## config.mk

```make
export PLATFORM = sky130hd
export DESIGN_NAME = uart_tx
export DESIGN_NICKNAME = d
export VERILOG_FILES = /design/src/rtl/uart_pkg.sv /design/src/rtl/uart_baud_tick.sv /design/src/rtl/uart_tx.sv
export SDC_FILE = /design/constraint.sdc
export NUM_CORES = 1
export LEC_CHECK = 0
export ABC_AREA = 1
export BUFFER_PORTS_ARGS = -buffer_cell sky130_fd_sc_hd__buf_2
export CAP_MARGIN = 20
export CORE_MARGIN = 1
export CORE_UTILIZATION = 53
export CTS_CLUSTER_DIAMETER = 30
export DETAILED_ROUTE_END_ITERATION = 12
export PLACE_DENSITY = 0.81
export SYNTH_ARGS = -nofsm -noshare
export SYNTH_HDL_FRONTEND = slang
export SYNTH_SLANG_ARGS = --single-unit
```

## constraint.sdc

```tcl
create_clock -name clk -period 1.6 [get_ports clk]
set_clock_uncertainty 0.05 [all_clocks]
set_input_delay 0.08 -clock clk [delete_from_list [all_inputs] [get_ports clk]]
set_output_delay 0.08 -clock clk [all_outputs]
set_load 0.005 [all_outputs]
```

## src/rtl/uart_pkg.sv

```systemverilog
// Shared UART types and constants for the transmit and receive stages.
// Holds frame geometry, line levels and the FSM state encodings.
package uart_pkg;

   localparam int DATA_BITS  = 4;
   localparam int FRAME_BITS = DATA_BITS + 2;

   localparam logic START_BIT  = 1'b0;
   localparam logic STOP_BIT   = 1'b1;
   localparam logic IDLE_LEVEL = 1'b1;

   typedef enum logic [1:0] {
      TX_IDLE,
      TX_START,
      TX_DATA,
      TX_STOP
   } tx_state_t;

   typedef enum logic [1:0] {
      RX_IDLE,
      RX_START,
      RX_DATA,
      RX_STOP
   } rx_state_t;

endpackage

```

## src/rtl/uart_baud_tick.sv

```systemverilog
// Bit-period counter: wraps CLKS_PER_BIT-1 -> 0, cleared by restart.
// Ports: clk, rst_n (sync, active low), restart in; tick out (count==0).
module uart_baud_tick #(
   parameter int CLKS_PER_BIT = 1
) (
   input  logic clk,
   input  logic rst_n,
   input  logic restart,
   output logic tick
);

   localparam int CW = $clog2(CLKS_PER_BIT + 1);
   localparam logic [CW-1:0] LAST = CW'(CLKS_PER_BIT - 1);

   logic [CW-1:0] r_cnt;

   always_ff @(posedge clk) begin
      if (!rst_n || restart) begin
         r_cnt <= '0;
      end else if (r_cnt == LAST) begin
         r_cnt <= '0;
      end else begin
         r_cnt <= r_cnt + CW'(1);
      end
   end

   assign tick = (r_cnt == '0);

endmodule

```

## src/rtl/uart_tx.sv

```systemverilog
// Serial nibble transmitter: start, DATA_BITS LSB first, stop.
// Ports: clk, rst_n; tx_din/tx_vin/tx_rdy handshake in;
// tx_dout line, tx_vout per-bit strobe, tx_busy frame flag out.
// Macro UART_TX_HOLD_EN adds a one-entry holding register so
// frames can run back to back with no idle gap.
module uart_tx #(
   parameter int DATA_BITS    = 4,
   parameter int CLKS_PER_BIT = 1
) (
   input  logic                 clk,
   input  logic                 rst_n,
   input  logic [DATA_BITS-1:0] tx_din,
   input  logic                 tx_vin,
   output logic                 tx_rdy,
   output logic                 tx_dout,
   output logic                 tx_vout,
   output logic                 tx_busy
);

   import uart_pkg::*;

   localparam int FB = DATA_BITS + 2;
   localparam int IW = (DATA_BITS > 1) ? $clog2(DATA_BITS) : 1;
   localparam logic [IW-1:0] LAST_IDX = IW'(DATA_BITS - 1);

   tx_state_t            r_state;
   logic [FB-1:0]        r_shift;
   logic [IW-1:0]        r_idx;
   logic                 r_dout;
   logic                 r_vout;
   logic                 r_busy;

   logic                 w_tick;
   logic                 w_hs;
   logic                 w_drain;
   logic                 w_restart;
   logic [DATA_BITS-1:0] w_hold_data;

   assign w_hs = tx_vin && tx_rdy;

`ifdef UART_TX_HOLD_EN
   logic [DATA_BITS-1:0] r_hold_data;
   logic                 r_hold_vld;

   assign tx_rdy      = rst_n && !r_hold_vld;
   assign w_drain     = (r_state == TX_STOP) && w_tick && r_hold_vld;
   assign w_hold_data = r_hold_data;

   // A handshake outside IDLE always parks in the hold slot; a
   // coincident drain still clears the old entry into the shifter.
   always_ff @(posedge clk) begin
      if (!rst_n) begin
         r_hold_data <= '0;
         r_hold_vld  <= 1'b0;
      end else if (w_hs && (r_state != TX_IDLE)) begin
         r_hold_data <= tx_din;
         r_hold_vld  <= 1'b1;
      end else if (w_drain) begin
         r_hold_vld  <= 1'b0;
      end
   end
`else
   assign tx_rdy      = rst_n && (r_state == TX_IDLE);
   assign w_drain     = 1'b0;
   assign w_hold_data = '0;
`endif

   // The counter runs one cycle ahead of the registered line, so a
   // tick marks the cycle whose edge launches the next bit. It is
   // parked at zero in IDLE and released on the accepting cycle.
   assign w_restart =
      ((r_state == TX_IDLE) && !w_hs) ||
      ((r_state == TX_STOP) && w_tick && !w_drain);

   uart_baud_tick #(
      .CLKS_PER_BIT(CLKS_PER_BIT)
   ) u_baud (
      .clk     (clk),
      .rst_n   (rst_n),
      .restart (w_restart),
      .tick    (w_tick)
   );

   always_ff @(posedge clk) begin
      if (!rst_n) begin
         r_state <= TX_IDLE;
         r_shift <= '0;
         r_idx   <= '0;
         r_dout  <= IDLE_LEVEL;
         r_vout  <= 1'b0;
         r_busy  <= 1'b0;
      end else begin
         r_vout <= 1'b0;
         unique case (r_state)
            TX_IDLE: begin
               if (w_hs) begin
                  r_state <= TX_START;
                  r_shift <= {STOP_BIT, tx_din, START_BIT};
                  r_dout  <= START_BIT;
                  r_vout  <= 1'b1;
                  r_busy  <= 1'b1;
               end
            end
            TX_START: begin
               if (w_tick) begin
                  r_state <= TX_DATA;
                  r_idx   <= '0;
                  r_dout  <= r_shift[1];
                  r_shift <= r_shift >> 1;
                  r_vout  <= 1'b1;
               end
            end
            TX_DATA: begin
               if (w_tick) begin
                  // After the last data bit, r_shift[1] is the stop bit
                  r_dout  <= r_shift[1];
                  r_shift <= r_shift >> 1;
                  r_vout  <= 1'b1;
                  if (r_idx == LAST_IDX) begin
                     r_state <= TX_STOP;
                  end else begin
                     r_idx <= r_idx + IW'(1);
                  end
               end
            end
            TX_STOP: begin
               if (w_tick) begin
                  if (w_drain) begin
                     r_state <= TX_START;
                     r_shift <= {STOP_BIT, w_hold_data, START_BIT};
                     r_dout  <= START_BIT;
                     r_vout  <= 1'b1;
                  end else begin
                     r_state <= TX_IDLE;
                     r_dout  <= IDLE_LEVEL;
                     r_busy  <= 1'b0;
                  end
               end
            end
            default: begin
               r_state <= TX_IDLE;
            end
         endcase
      end
   end

   assign tx_dout = r_dout;
   assign tx_vout = r_vout;
   assign tx_busy = r_busy;

endmodule

```

==> impl_metrics.ini, run 1 <==
[yosys]
synth-async-reset-ratio_pct = 0
ys_warn_count = 0
synth_cells = 101
synth_nets = 114
synth_seq_cells = 13
yosysUniqueCellTypes = 24
seq_area_frac_synth_pct = 35.9
synth_edf_count = 0
synth_flop_cell = dfxtp_1
synth.avg_cell_area_um2 = 7.17
syn-cell-area_um2 = 724

[global_routing]
use_met1_pct = 27.6
grt_use_met2_pct = 29.6
grt_pass1_wl_mm = 2.10
grt_max_degree = 15
antenna_found_initial = 0
track_usage_pct = 21.2
gr-total-overflow = 0
top_usage_layer = met2
grt_pass1_vias = 492
use_met3_pct = 5.20

[setup_path]
path_buf_inv = 1
cp_data_required_time_ns = 1.72
regToRegStartpoint = r_state[0]$_SDFFE_PN0P_
critical_path.startpoint_type = flop
slowest_stage = dfxtp_1
r2r_end = tx_dout$_SDFFE_PN1P_
cp_max_fo = 8
r2r_cells = 6
critical_path.max_stage_delay_ns = 0.39
crit_path_frequent_cell = nand2_1
crit_path_end_kind = flop
crit_family = flip-flops
cp_cell_sequence = inv_1, ha_4, o21ai_0, nand2_1, nand2_1, nand3_1
crit_type = reg2reg
worstPathArrival_ns = 1.56
critPathLaunch = r_state[0]$_SDFFE_PN0P_
reg2reg_slack_ns = 0.16

[timing]
timing.fmax_mhz = 692
rsz0062_at_grt = false
final_max_slew_viol_count = 0
post-route-period-util_pct = 90.3
holdWs_ns = 0.0379
setup_viol_count_final = 0
finalSetupTns_ns = 0
min_period_ns = 1.44
hold_viol = 0

[run_status]
outcome = finished clean

[route]
ant_nets = 0
routed_wl_mm = 1.28
vias = 636
drtIter0Drc = 13
vias_per_cell = 5.05
routedWlPerCell_um = 10.2
drc = 0
drt-pass1-iter-count = 4

[power_and_ir_drop]
leakage_uw = 0.000405
p_clk_share_pct = 14.7
vdd_ir_drop_max_v = 0.000903
power_uw = 1400
p_switching_uw = 597
powerDensity_nw_per_um2 = 1720
switching_share_pct = 42.7
intPower_uw = 803
p_comb_share_pct = 51.1
p_seq_share_pct = 34.2

[clock_tree]
cts.clk_slew.worst_paths_ns = 0.08
clockRootBuffer = clkbuf_4
cts_tree = done
insertion_delay_ns = 0.28
clock_sink_count = 13
cts_buffer_depth = 2
cts_made_buffers = 3
post_cts_buffers = 0
cts.htree.levels = 1

[cells_and_area]
fin_area_um2 = 816
multiInputGateArea_um2 = 427
diodes = 0
layout_common_cells = 27 x nand2_1, 16 x nor2_1, 13 x dfxtp_1, 10 x buf_2, 7 x o21ai_1
num-fill-cells = 98
final_common_cell = nand2_1
stdcell_count = 126
seq_area_um2 = 260
nets = 126
syn2layout_area_growth_pct = 12.6
drive_gt1_share_pct = 20.5

[floorplan]
die_w_um = 39.0
initial_core_util_pct = 61.1
die_y_um = 39.0
rows = 12
core_um2 = 1190
pin_count = 11
dieArea_um2 = 1520

[hold_path]
whs_path_depth = 3
holdPathEnd = tx_vout$_SDFF_PN0_
min_path_type = in2reg
holdCritStartpoint = tx_vin

[run]
cap_violations = 0

[place]
place.gp.congestion = 0.830
io_buffers = 10
place_hpwl_um = 944
dp_cells = 122
place_area_um2 = 777
==> sequential cells by signal, summed over array words and instances, names as in the netlist <==
signal / count
r_shift: 5
r_idx: 2
tx_busy: 1
u_baud.r_cnt: 1
tx_vout: 1
tx_dout: 1
r_state: 2
==> area by class of cell <==
| type | count | area share (%) |
|---|---|---|
| sequential | 13 | 31.9 |
| tap | 14 | 2.15 |
| timing repair buffer | 10 | 6.13 |
| inverter | 8 | 4.29 |
| multi-input combinational | 77 | 52.3 |
| clock buffer | 4 | 3.22 |
==> worst max-delay path by stage <==
| stage | to | cells past startpoint |
|---|---|---|
| finish | tx_dout$_SDFFE_PN1P_ | 6 |
| CTS | r_shift[5]$_SDFFE_PN0P_ | 6 |
| global route | r_state[0]$_SDFFE_PN0P_ | 8 |
| global placement | r_shift[3]$_SDFFE_PN0P_ | 6 |
| detailed placement | r_shift[5]$_SDFFE_PN0P_ | 6 |
| floorplan | r_shift[1]$_SDFFE_PN0P_ | 7 |
==> cell usage after synthesis (2+ instances only) <==
cell	n	area, µm²
ha_1	6	75.1
nand2_1	27	101
nand3_1	3	15.0
buf_2	3	15.0
inv_1	6	22.5
a21oi_1	4	20.0
o21ai_1	7	35.0
dfxtp_1	13	260
nor2_1	16	60.1
o21ai_0	2	10.0
==> power groups by stage <==
stage | clock (µW) | combinational [µW] | sequential [µW]
global placement | 0 | 657 | 483
finish | 206 | 715 | 479
global route | 228 | 817 | 492
floorplan | 0 | 540 | 477
detailed placement | 0 | 676 | 487
CTS | 210 | 677 | 480
==> metal layers <==
metal	vias up	routed length, µm
met5	-	0
met4	0	36
met3	5	51
met2	14	530
met1	271	663
li1	346	-
==> repair_timing <==
item | in CTS | in global routing
gates resized for setup | 0 | 2
endpoints found under the setup margin | 0 | 7
hold buffers | 0 | 0
==> per-stage QoR <==
stage	utilization, %	setup slack, ns
after floorplan	-	0.167
after global placement	65.5	0.122
after detailed placement	65.5	0.0565
after CTS	67.7	0.0385
after global routing	68.8	0.0153
final	68.8	0.156
==> worst register-to-register path, delay by kind of cell (launching register included) <==
family,cells,cell delay (ns)
flip-flops,1,0.39
adder cells (fa/ha/maj),1,0.29
AO/OA/AOI/OAI,1,0.26
AND/OR/NAND/NOR,3,0.22
buffers and inverters,1,0.12
==> logic make-up after synthesis <==
| group | count (synthesis) | share of synthesized area (%) |
|---|---|---|
| and+or+nand+nor | 53 | 32.6 |
| AOI/OAI and AO/OA | 17 | 13.6 |
| DFF | 13 | 35.9 |
| buffers and inverters | 11 | 6.91 |
| adders and majority gates | 6 | 10.4 |
| other | 1 | 0.518 |
Note: power is estimated with default switching activity, not from simulation.
==> inputs of run 2 (changes only) <==
--- a/config.mk
+++ b/config.mk
@@ -12,7 +12,7 @@
 export CORE_UTILIZATION = 53
 export CTS_CLUSTER_DIAMETER = 30
 export DETAILED_ROUTE_END_ITERATION = 12
-export PLACE_DENSITY = 0.81
+export PLACE_DENSITY = 0.76
 export SYNTH_ARGS = -nofsm -noshare
 export SYNTH_HDL_FRONTEND = slang
 export SYNTH_SLANG_ARGS = --single-unit
==> run 2 against run 1 <==
Design area shrank 1.2%. Highest routed layer unchanged. First-iteration DRC count grew 15%. Clock-buffer cell count is the same. Maximum frequency shrank 2.2%. Non-clock buffer count is the same. Total power shrank 2.3%. Largest cell class unchanged. Largest power group unchanged.
==> impl_metrics.ini, run 2 (same netlist as run 1, synthesis figures left out) <==
[place]
dp_cells = 122
place_ws_ns = 0.0490
place_hpwl_mm = 1.00
place_area_um2 = 777
place.gp.congestion = 0.822
io_buffers = 10

[clock_tree]
cts_buffer_depth = 2
cts.htree.levels = 1
clockRootBuffer = clkbuf_4
clock_sink_count = 13
cts_resized = 0
holdBufCountCts = 0
insertion_delay_ns = 0.28
cts_tree = done
post_cts_buffers = 0
cts_made_buffers = 3
cts.clk_slew.worst_paths_ns = 0.08

[route]
drt-pass1-iter-count = 4
vias_per_cell = 4.87
drc = 0
routed_wl_mm = 1.30
ant_nets = 0
drtIter0Drc = 15
vias = 614
routedWlPerCell_um = 10.3

[setup_path]
critical_path.startpoint_type = flop
cp_data_required_time_ns = 1.73
worstPathArrival_ns = 1.61
cp_max_fo = 8
crit_path_end_kind = flop
crit_path_frequent_cell = nor2_1
slowest_stage = ha_2
path_buf_inv = 2
critical_path.max_stage_delay_ns = 0.42
cp_cell_sequence = inv_1, ha_2, a21oi_2, nand2_4, clkinv_4, nor2_1, nor2_1
crit_family = adder cells
crit_type = reg2reg

[floorplan]
initial_core_util_pct = 61.1
die_y_um = 39.0
rows = 12
pin_count = 11
dieArea_um2 = 1520
core_um2 = 1190
die_w_um = 39.0

[cells_and_area]
top_regs = r_shift x5, r_idx x2, r_state x2
multiInputGateArea_um2 = 417
final_common_cell = nand2_1
drive_gt1_share_pct = 20.5
largest_reg_flops = 5
largest_register = r_shift
fin_area_um2 = 806
nets = 126
num-fill-cells = 101
syn2layout_area_growth_pct = 11.2
diodes = 0
seq_area_um2 = 260
stdcell_count = 126
layout_common_cells = 27 x nand2_1, 16 x nor2_1, 13 x dfxtp_1, 10 x buf_2, 7 x o21ai_1

[timing]
hold_viol = 0
timing.fmax_mhz = 677
post-route-period-util_pct = 92.3
setup_viol_count_final = 0
rsz0062_at_grt = false
finalSetupTns_ns = 0
setup_slack_ns = 0.123
final_max_slew_viol_count = 0
min_period_ns = 1.48

[run_status]
outcome = finished clean

[run]
cap_violations = 0

[global_routing]
gr-total-overflow = 0
grt_pass1_vias = 495
track_usage_pct = 20.9
antenna_found_initial = 0
grt_pass1_wl_mm = 2.07
grt_max_degree = 15

[power_and_ir_drop]
vdd_ir_drop_max_v = 0.000936
powerDensity_nw_per_um2 = 1700
leakage_uw = 0.000403
power_uw = 1370

[hold_path]
min_path_type = in2reg
-- run 2: cell count changes in the layout (fill, tap and decap cells not counted) --
cell,before,now
ha_4,1,0
ha_2,0,1
-- run 2: area by class of cell --
class | count | share of cell area (%)
Clock buffer | 4 | 3.26
Tap cell | 14 | 2.17
Sequential cell | 13 | 32.3
Multi-Input combinational cell | 77 | 51.7
Timing Repair Buffer | 10 | 6.21
Inverter | 8 | 4.35
-- run 2: worst min-delay path: cells and delay by family --
family / cells / cell delay (ns)
buffers and inverters: 1 / 0.11
and+or+nand+nor: 1 / 0.08
AOI/OAI and AO/OA: 1 / 0.06
-- run 2: power breakdown --
group	total [µW]	switching [µW]	internal (µW)
Clock	207	111	96.8
Combinational	678	418	259
Sequential	484	61.6	422
-- run 2: per-layer routing --
layer / GRT usage (%) / vias to the layer above / share of wire (%)
met1: 27.8 / 250 / 54
met5: 0 / - / 0
met4: 15.5 / 0 / 1.8
met2: 29.6 / 16 / 41
met3: 3.47 / 4 / 3.2
li1: - / 344 / -
-- run 2: worst paths after layout --
path	start	end	slack, ns	cells past startpoint
worst max-delay path	r_state[1]$_SDFFE_PN0P_	r_shift[3]$_SDFFE_PN0P_	0.12	7
worst min-delay path	tx_vin	tx_vout$_SDFF_PN0_	0.04	3
worst max register to register	r_state[1]$_SDFFE_PN0P_	r_shift[3]$_SDFFE_PN0P_	0.12	7
worst min register to register	tx_dout$_SDFFE_PN1P_	tx_dout$_SDFFE_PN1P_	0.42	2
-- run 2: metrics by stage --
stage / utilization, % / hold WS, ns
after floorplan: - / 0.153
after global placement: 65.5 / 0.325
after detailed placement: 65.5 / 0.330
after CTS: 67.7 / 0.0321
after global routing: 67.9 / 0.0483
final: 67.9 / 0.0360
